## config.mk

```make
export PLATFORM = sky130hd
export DESIGN_NAME = spi_master_ctrl
export DESIGN_NICKNAME = d
export VERILOG_FILES = /design/src/rtl/spi_pkg.sv /design/src/rtl/spi_sclk_gen.sv /design/src/rtl/spi_master_ctrl.sv
export SDC_FILE = /design/constraint.sdc
export NUM_CORES = 1
export LEC_CHECK = 0
export BUFFER_PORTS_ARGS = -buffer_cell sky130_fd_sc_hd__buf_2
export CAP_MARGIN = 20
export CORE_ASPECT_RATIO = 1.1
export CORE_MARGIN = 10
export CORE_UTILIZATION = 56
export DETAILED_ROUTE_END_ITERATION = 8
export PLACE_DENSITY_LB_ADDON = 0.05
export SLEW_MARGIN = 10
export SYNTH_ARGS = -nofsm -noshare
export SYNTH_HDL_FRONTEND = slang
export SYNTH_HIERARCHICAL = 1
export SYNTH_SLANG_ARGS = --single-unit
```

## constraint.sdc

```tcl
create_clock -name clock -period 2.8 [get_ports clock]
set_input_delay 0.28 -clock clock [delete_from_list [all_inputs] [get_ports clock]]
set_output_delay 0.28 -clock clock [all_outputs]
set_load 0.02 [all_outputs]
```

## src/rtl/spi_pkg.sv

```systemverilog
// Shared definitions for the SPI master: FSM state encoding, SPI mode
// constants and the default geometry used by the top and the clock generator.
package spi_pkg;

  typedef enum logic [2:0] {
    ST_IDLE,
    ST_SETUP,
    ST_SHIFT,
    ST_HOLD,
    ST_DONE
  } spi_state_e;

  // Mode 0: clock idles low, data sampled on the rising edge.
  localparam bit SPI_CPOL = 1'b0;
  localparam bit SPI_CPHA = 1'b0;

  localparam int DEF_CLK_DIV = 4;
  localparam int DEF_DATA_W  = 16;

endpackage

```

## src/rtl/spi_sclk_gen.sv

```systemverilog
// SCLK divider for the SPI master.
// Ports:
//   clock, reset    system clock, synchronous active-high reset
//   load_i          first SHIFT edge: drive sclk to its active level now
//   en_i            high while the master is in SHIFT
//   clr_i           leaving SHIFT: return to idle level, clear divider
//   sclk_o          registered SPI clock level
//   rise_tick_o     sclk goes 0->1 at the coming edge
//   fall_tick_o     sclk goes 1->0 at the coming edge
module spi_sclk_gen
  import spi_pkg::*;
#(
  parameter int CLK_DIV = DEF_CLK_DIV
) (
  input  logic clock,
  input  logic reset,
  input  logic load_i,
  input  logic en_i,
  input  logic clr_i,
  output logic sclk_o,
  output logic rise_tick_o,
  output logic fall_tick_o
);

  localparam int                DIV_W   = $clog2(CLK_DIV + 1);
  localparam logic [DIV_W-1:0]  DIV_MAX = DIV_W'(CLK_DIV - 1);

  logic [DIV_W-1:0] cnt_q;
  logic             sclk_q;
  logic             wrap;

  // Down counter: a toggle happens when it sits at zero, then it reloads.
  assign wrap        = en_i && (cnt_q == '0);
  // The load edge is itself the first rising edge of the transfer.
  assign rise_tick_o = load_i || (wrap && (sclk_q == SPI_CPOL));
  assign fall_tick_o = wrap && (sclk_q != SPI_CPOL);
  assign sclk_o      = sclk_q;

  always_ff @(posedge clock) begin
    if (reset || clr_i) begin
      cnt_q  <= '0;
      sclk_q <= SPI_CPOL;
    end else if (load_i) begin
      cnt_q  <= DIV_MAX;
      sclk_q <= ~SPI_CPOL;
    end else if (en_i) begin
      if (cnt_q == '0) begin
        cnt_q  <= DIV_MAX;
        sclk_q <= ~sclk_q;
      end else begin
        cnt_q <= cnt_q - DIV_W'(1);
      end
    end
  end

endmodule

```

## src/rtl/spi_master_ctrl.sv

```systemverilog
// Single-transaction SPI master, mode 0, launched by a one-cycle start pulse.
// Shifts DATA_W bits out on mosi (MSB first) while capturing miso, then
// presents the captured word with a one-cycle done.
// Ports:
//   clock, reset    system clock, synchronous active-high reset
//   start           launch pulse, ignored while busy
//   tx_data         word to send, sampled on the accepting edge
//   busy            state is not IDLE
//   done            one-cycle end-of-transfer pulse
//   rx_data         last captured word, updated with done
//   sclk, cs_n      SPI clock (idle low) and active-low chip select
//   mosi, miso      serial data out / in
module spi_master_ctrl
  import spi_pkg::*;
#(
  parameter int CLK_DIV = DEF_CLK_DIV,
  parameter int DATA_W  = DEF_DATA_W
) (
  input  logic              clock,
  input  logic              reset,
  input  logic              start,
  input  logic [DATA_W-1:0] tx_data,
  output logic              busy,
  output logic              done,
  output logic [DATA_W-1:0] rx_data,
  output logic              sclk,
  output logic              cs_n,
  output logic              mosi,
  input  logic              miso
);

  localparam int               DIV_W   = $clog2(CLK_DIV + 1);
  localparam int               BIT_W   = $clog2(DATA_W + 1);
  localparam logic [DIV_W-1:0] DIV_MAX = DIV_W'(CLK_DIV - 1);
  localparam logic [BIT_W-1:0] BIT_ALL = BIT_W'(DATA_W);
  localparam logic [BIT_W-1:0] BIT_LST = BIT_W'(DATA_W - 1);

  spi_state_e        state_q;
  logic [DIV_W-1:0]  ph_q;
  logic [BIT_W-1:0]  bit_q;
  logic [DATA_W-1:0] tx_sh_q;
  logic [DATA_W-1:0] rx_sh_q;
  logic [DATA_W-1:0] rx_q;
  logic              cs_n_q;
  logic              mosi_q;
  logic              done_q;

  logic ph_last;
  logic sclk_load;
  logic sclk_en;
  logic shift_end;
  logic rise_tick;
  logic fall_tick;

  assign ph_last   = (ph_q == DIV_MAX);
  assign sclk_load = (state_q == ST_SETUP) && ph_last;
  assign sclk_en   = (state_q == ST_SHIFT);
  // All DATA_W falls seen: the slot of the next rise closes SHIFT instead.
  assign shift_end = sclk_en && rise_tick && (bit_q == BIT_ALL);

  spi_sclk_gen #(.CLK_DIV(CLK_DIV)) u_sclk (
    .clock       (clock),
    .reset       (reset),
    .load_i      (sclk_load),
    .en_i        (sclk_en),
    .clr_i       (shift_end),
    .sclk_o      (sclk),
    .rise_tick_o (rise_tick),
    .fall_tick_o (fall_tick)
  );

  always_ff @(posedge clock) begin
    if (reset) begin
      state_q <= ST_IDLE;
      ph_q    <= '0;
      bit_q   <= '0;
      tx_sh_q <= '0;
      rx_sh_q <= '0;
      rx_q    <= '0;
      cs_n_q  <= 1'b1;
      mosi_q  <= 1'b0;
      done_q  <= 1'b0;
    end else begin
      done_q <= 1'b0;

      if (rise_tick && !shift_end)
        rx_sh_q <= {rx_sh_q[DATA_W-2:0], miso};

      case (state_q)
        ST_IDLE: begin
          if (start) begin
            tx_sh_q <= tx_data;
            mosi_q  <= tx_data[DATA_W-1];
            cs_n_q  <= 1'b0;
            ph_q    <= '0;
            bit_q   <= '0;
            state_q <= ST_SETUP;
          end
        end
        ST_SETUP: begin
          if (ph_last) begin
            ph_q    <= '0;
            state_q <= ST_SHIFT;
          end else begin
            ph_q <= ph_q + DIV_W'(1);
          end
        end
        ST_SHIFT: begin
          if (fall_tick) begin
            bit_q <= bit_q + BIT_W'(1);
            // The final fall leaves the LSB on mosi.
            if (bit_q != BIT_LST) begin
              tx_sh_q <= {tx_sh_q[DATA_W-2:0], 1'b0};
              mosi_q  <= tx_sh_q[DATA_W-2];
            end
          end
          if (shift_end)
            state_q <= ST_HOLD;
        end
        ST_HOLD: begin
          if (ph_last) begin
            ph_q    <= '0;
            cs_n_q  <= 1'b1;
            mosi_q  <= 1'b0;
            done_q  <= 1'b1;
            rx_q    <= rx_sh_q;
            state_q <= ST_DONE;
          end else begin
            ph_q <= ph_q + DIV_W'(1);
          end
        end
        ST_DONE: state_q <= ST_IDLE;
        default: state_q <= ST_IDLE;
      endcase
    end
  end

  assign busy    = (state_q != ST_IDLE);
  assign done    = done_q;
  assign rx_data = rx_q;
  assign cs_n    = cs_n_q;
  assign mosi    = mosi_q;

endmodule

```

==> flow_metrics.tcl <==
set metrics [dict create \
    syn-num-nets 350 \
    postCtsSetupRepairBufs 0 \
    period_needed_ns 2.327 \
    r2r_end "rx_sh_q[3]" \
    power.density_nw_per_um2 605.0 \
    cts_max_level 3 \
    p_comb_share_pct 5.4 \
    cp.required_ns 3.06 \
    die_h_um 94.65 \
    core_area_sq_um 4966 \
    insertion_delay_ns 0.33 \
    hold_viol_final 0 \
    grt_max_degree 49 \
    ir_drop_mv 0.3799 \
    antenna_found_initial 0 \
    cts_buffer_depth 2 \
    setup-violations-final 0 \
    cp_slowest_cell "dfxtp_1" \
    startpoint_type "register" \
    cts.repair.resized 0 \
    ctsHoldBuffers 0 \
    synth_area_leaders "dfxtp_1 (46%), nand2_1 (9.7%), a21oi_1 (8.1%), mux2i_1 (5.6%), o21ai_0 (3.0%)" \
    max_freq_ghz 0.4298 \
    crit-reg2reg-launch "state_q[0]" \
    drtPass1Iterations 4 \
    rsz0062_at_grt "false" \
    min_period_over_period_pct 83.09 \
    endpoint_kind "register" \
    yosys_warnings 6 \
    hold_class "input port to register" \
    final_cells 424 \
    synth_edf_count 0 \
    p_clk_share_pct 45.6 \
    crit_start "state_q[0]" \
    n_fill_cell 443 \
    dpl.hpwl_um 3954 \
    viasPerCell 5.316 \
    netlist_top_cells_count "nand2_1 (73), dfxtp_1 (65), a21oi_1 (46)" \
    synth_cell_types 46 \
    final_max_slew_viol_count 0 \
    routed_wl_um 5692 \
    cap_violations 0 \
    fp.dieW_um 87.86 \
    port-buffer-count 40 \
    maxSlewHeadroom_pct 58.73 \
    grt_pass1_vias 2160 \
    wl_per_cell_um 13.42 \
    netlist_instances 324 \
    start_util_pct 57.12 \
    synth_flop_cell "dfxtp_1" \
    synthArstFlopShare_pct 0 \
    ys_seq_area_share_pct 45.88 \
    die_area_sq_um 8315 \
    power_w 0.001963 \
    arrival_ns 2.59 \
    cp-endpoint "rx_sh_q[3]" \
    syn_area_sq_um 2836 \
    synth.most_common_cell "nand2_1" \
    diodes 0 \
    grt_overflow_total 0 \
    cts_tree "built" \
    switchingPower_w 0.0004280 \
    grt.total_usage_pct 14.72 \
    cts_root_buf "clkbuf_8" \
    ys_ff_latch 65 \
    num_rows 27 \
    crit_fanout 16 \
    routed-via-count 2254 \
    syn_avg_cell_area_sq_um 8.755 \
    worst_clock_skew_ns 0.003555 \
    rr_worst_depth 7 \
    swShare_pct 21.81 \
    area_growth_pct 14.38 \
    final_nets 387 \
    power.internal_w 0.001535 \
    clk_pin_slew_ns 0.07 \
    dp.cells 408 \
    finalSetupTns_ns 0 \
    pin_count 41 \
    status "completed" \
    final_antenna_net_count 0 \
    drc_errors 0 \
    yosysTopAreaCell "dfxtp_1" \
    grt_pass1_wl_um 9735 \
    synth_top_area_share_pct 45.88 \
    place.gp.congestion 0.7843 \
    leakage_nw 1.251 \
    critical_path_class "register to register" \
    drtIter0Drc 85 \
    numCtsBuffers 9 \
    drive_gt1_share_pct 22.40 \
    max_stage_delay_ns 0.62 \
    seqPwrFrac_pct 49.0 \
    cts.sinks 65 \
    r2r_slack_ns 0.47 \
    cp_cell_sequence "nand2b_1 > nor3_1 > o21bai_2 > inv_1 > a31oi_4 > nand2_1 > a21oi_1" \
    max_slew.worst_pin.slew_ns 0.6171 \
]
-- cell families (layout without fill, tap and decap cells) --
family                     Yosys count  count (layout)  share of synthesized area (%)
xor gates and xnor gates             3               3                         0.9265
and+or+nand+nor                    117             117                          19.72
buffers and inverters               29              71                          5.999
muxes                               16              16                          5.646
DFF                                 65              65                          45.88
adders and majority gates            6               6                          2.647
AOI/OAI and AO/OA                   88              88                          19.19
-- through the flow --
step / area [sq um] / hold WS [ns] / setup WS, ns / util, %
3_5_place_dp: 3015 / 0.4433 / 0.4771 / 60.72
3_3_place_gp: 3015 / 0.4410 / 0.5334 / 60.72
2_1_floorplan: 2836 / 0.3571 / 0.6522 / -
5_1_grt: 3244 / 0.1648 / 0.1809 / 65.33
6_report: 3244 / 0.1868 / 0.4733 / 65.33
4_1_cts: 3244 / 0.1695 / 0.4742 / 65.33
-- per-layer routing --
| metal | vias up | track usage [%] | wire length, um |
|---|---|---|---|
| met5 | - | 0 | 0 |
| met4 | 0 | 7.580 | 86 |
| met3 | 6 | 4.910 | 257 |
| met2 | 34 | 24.15 | 2710 |
| met1 | 1038 | 16.60 | 2637 |
| li1 | 1176 | - | - |
-- worst min path at each step --
| stage | endpoint | slack, ns | startpoint | cells past startpoint |
|---|---|---|---|---|
| global placement | rx_data[7] | 0.44 | rx_data[7] | 2 |
| CTS | rx_sh_q[0] | 0.17 | miso | 3 |
| finish | rx_sh_q[0] | 0.19 | miso | 3 |
| detailed placement | rx_data[3] | 0.44 | rx_data[3] | 2 |
| floorplan | u_sclk/cnt_q[2] | 0.36 | reset | 1 |
| global route | rx_sh_q[0] | 0.16 | miso | 3 |
-- cell usage in the layout, fill, tap and decap left out, types with 3 or more instances in the layout --
cell type  count
nand2_1       73
dfxtp_1       65
a21oi_1       46
buf_2         40
o21ai_0       17
mux2i_1       16
clkbuf_8      11
inv_1         10
nor2_1        10
a21oi_2        9
nand2b_1       6
ha_1           6
nor3_1         5
nor2b_1        4
o21a_1         4
buf_4          4
o211ai_1       3
-- sequential cells by signal, summed over array words and instances, names as in the netlist --
name / count
rx_sh_q: 16
u_sclk/sclk_o: 1
done: 1
ph_q: 3
cs_n: 1
tx_sh_q: 15
rx_data: 16
mosi: 1
bit_q: 5
state_q: 3
u_sclk/cnt_q: 3
-- power by group through the flow --
stage | Sequential, W | Combinational, W | Clock, W
after global routing | 0.000964 | 0.000119 | 0.000963
after floorplan | 0.000980 | 0.0000805 | 0
after global placement | 0.000983 | 0.000105 | 0
after CTS | 0.000962 | 0.000107 | 0.000919
after detailed placement | 0.000983 | 0.000107 | 0
final | 0.000962 | 0.000106 | 0.000895
-- critical path, delay by kind of cell, from the launching register on --
kind	cells	cell delay (ns)
compound gates	3	0.78
buf+inv	1	0.11
simple gates	3	0.74
flops	1	0.62
-- cell type report --
type / instances / area, sq um / area share, %
flip-flops and latches: 65 / 1301 / 40.11
clock buffers: 11 / 151.4 / 4.666
repair buffers: 44 / 230.2 / 7.096
multi-input cells: 230 / 1365 / 42.07
inverters: 11 / 46.29 / 1.427
clock inverters: 5 / 77.57 / 2.391
well taps: 58 / 72.57 / 2.237
Note: power is estimated with default switching activity, not from simulation.
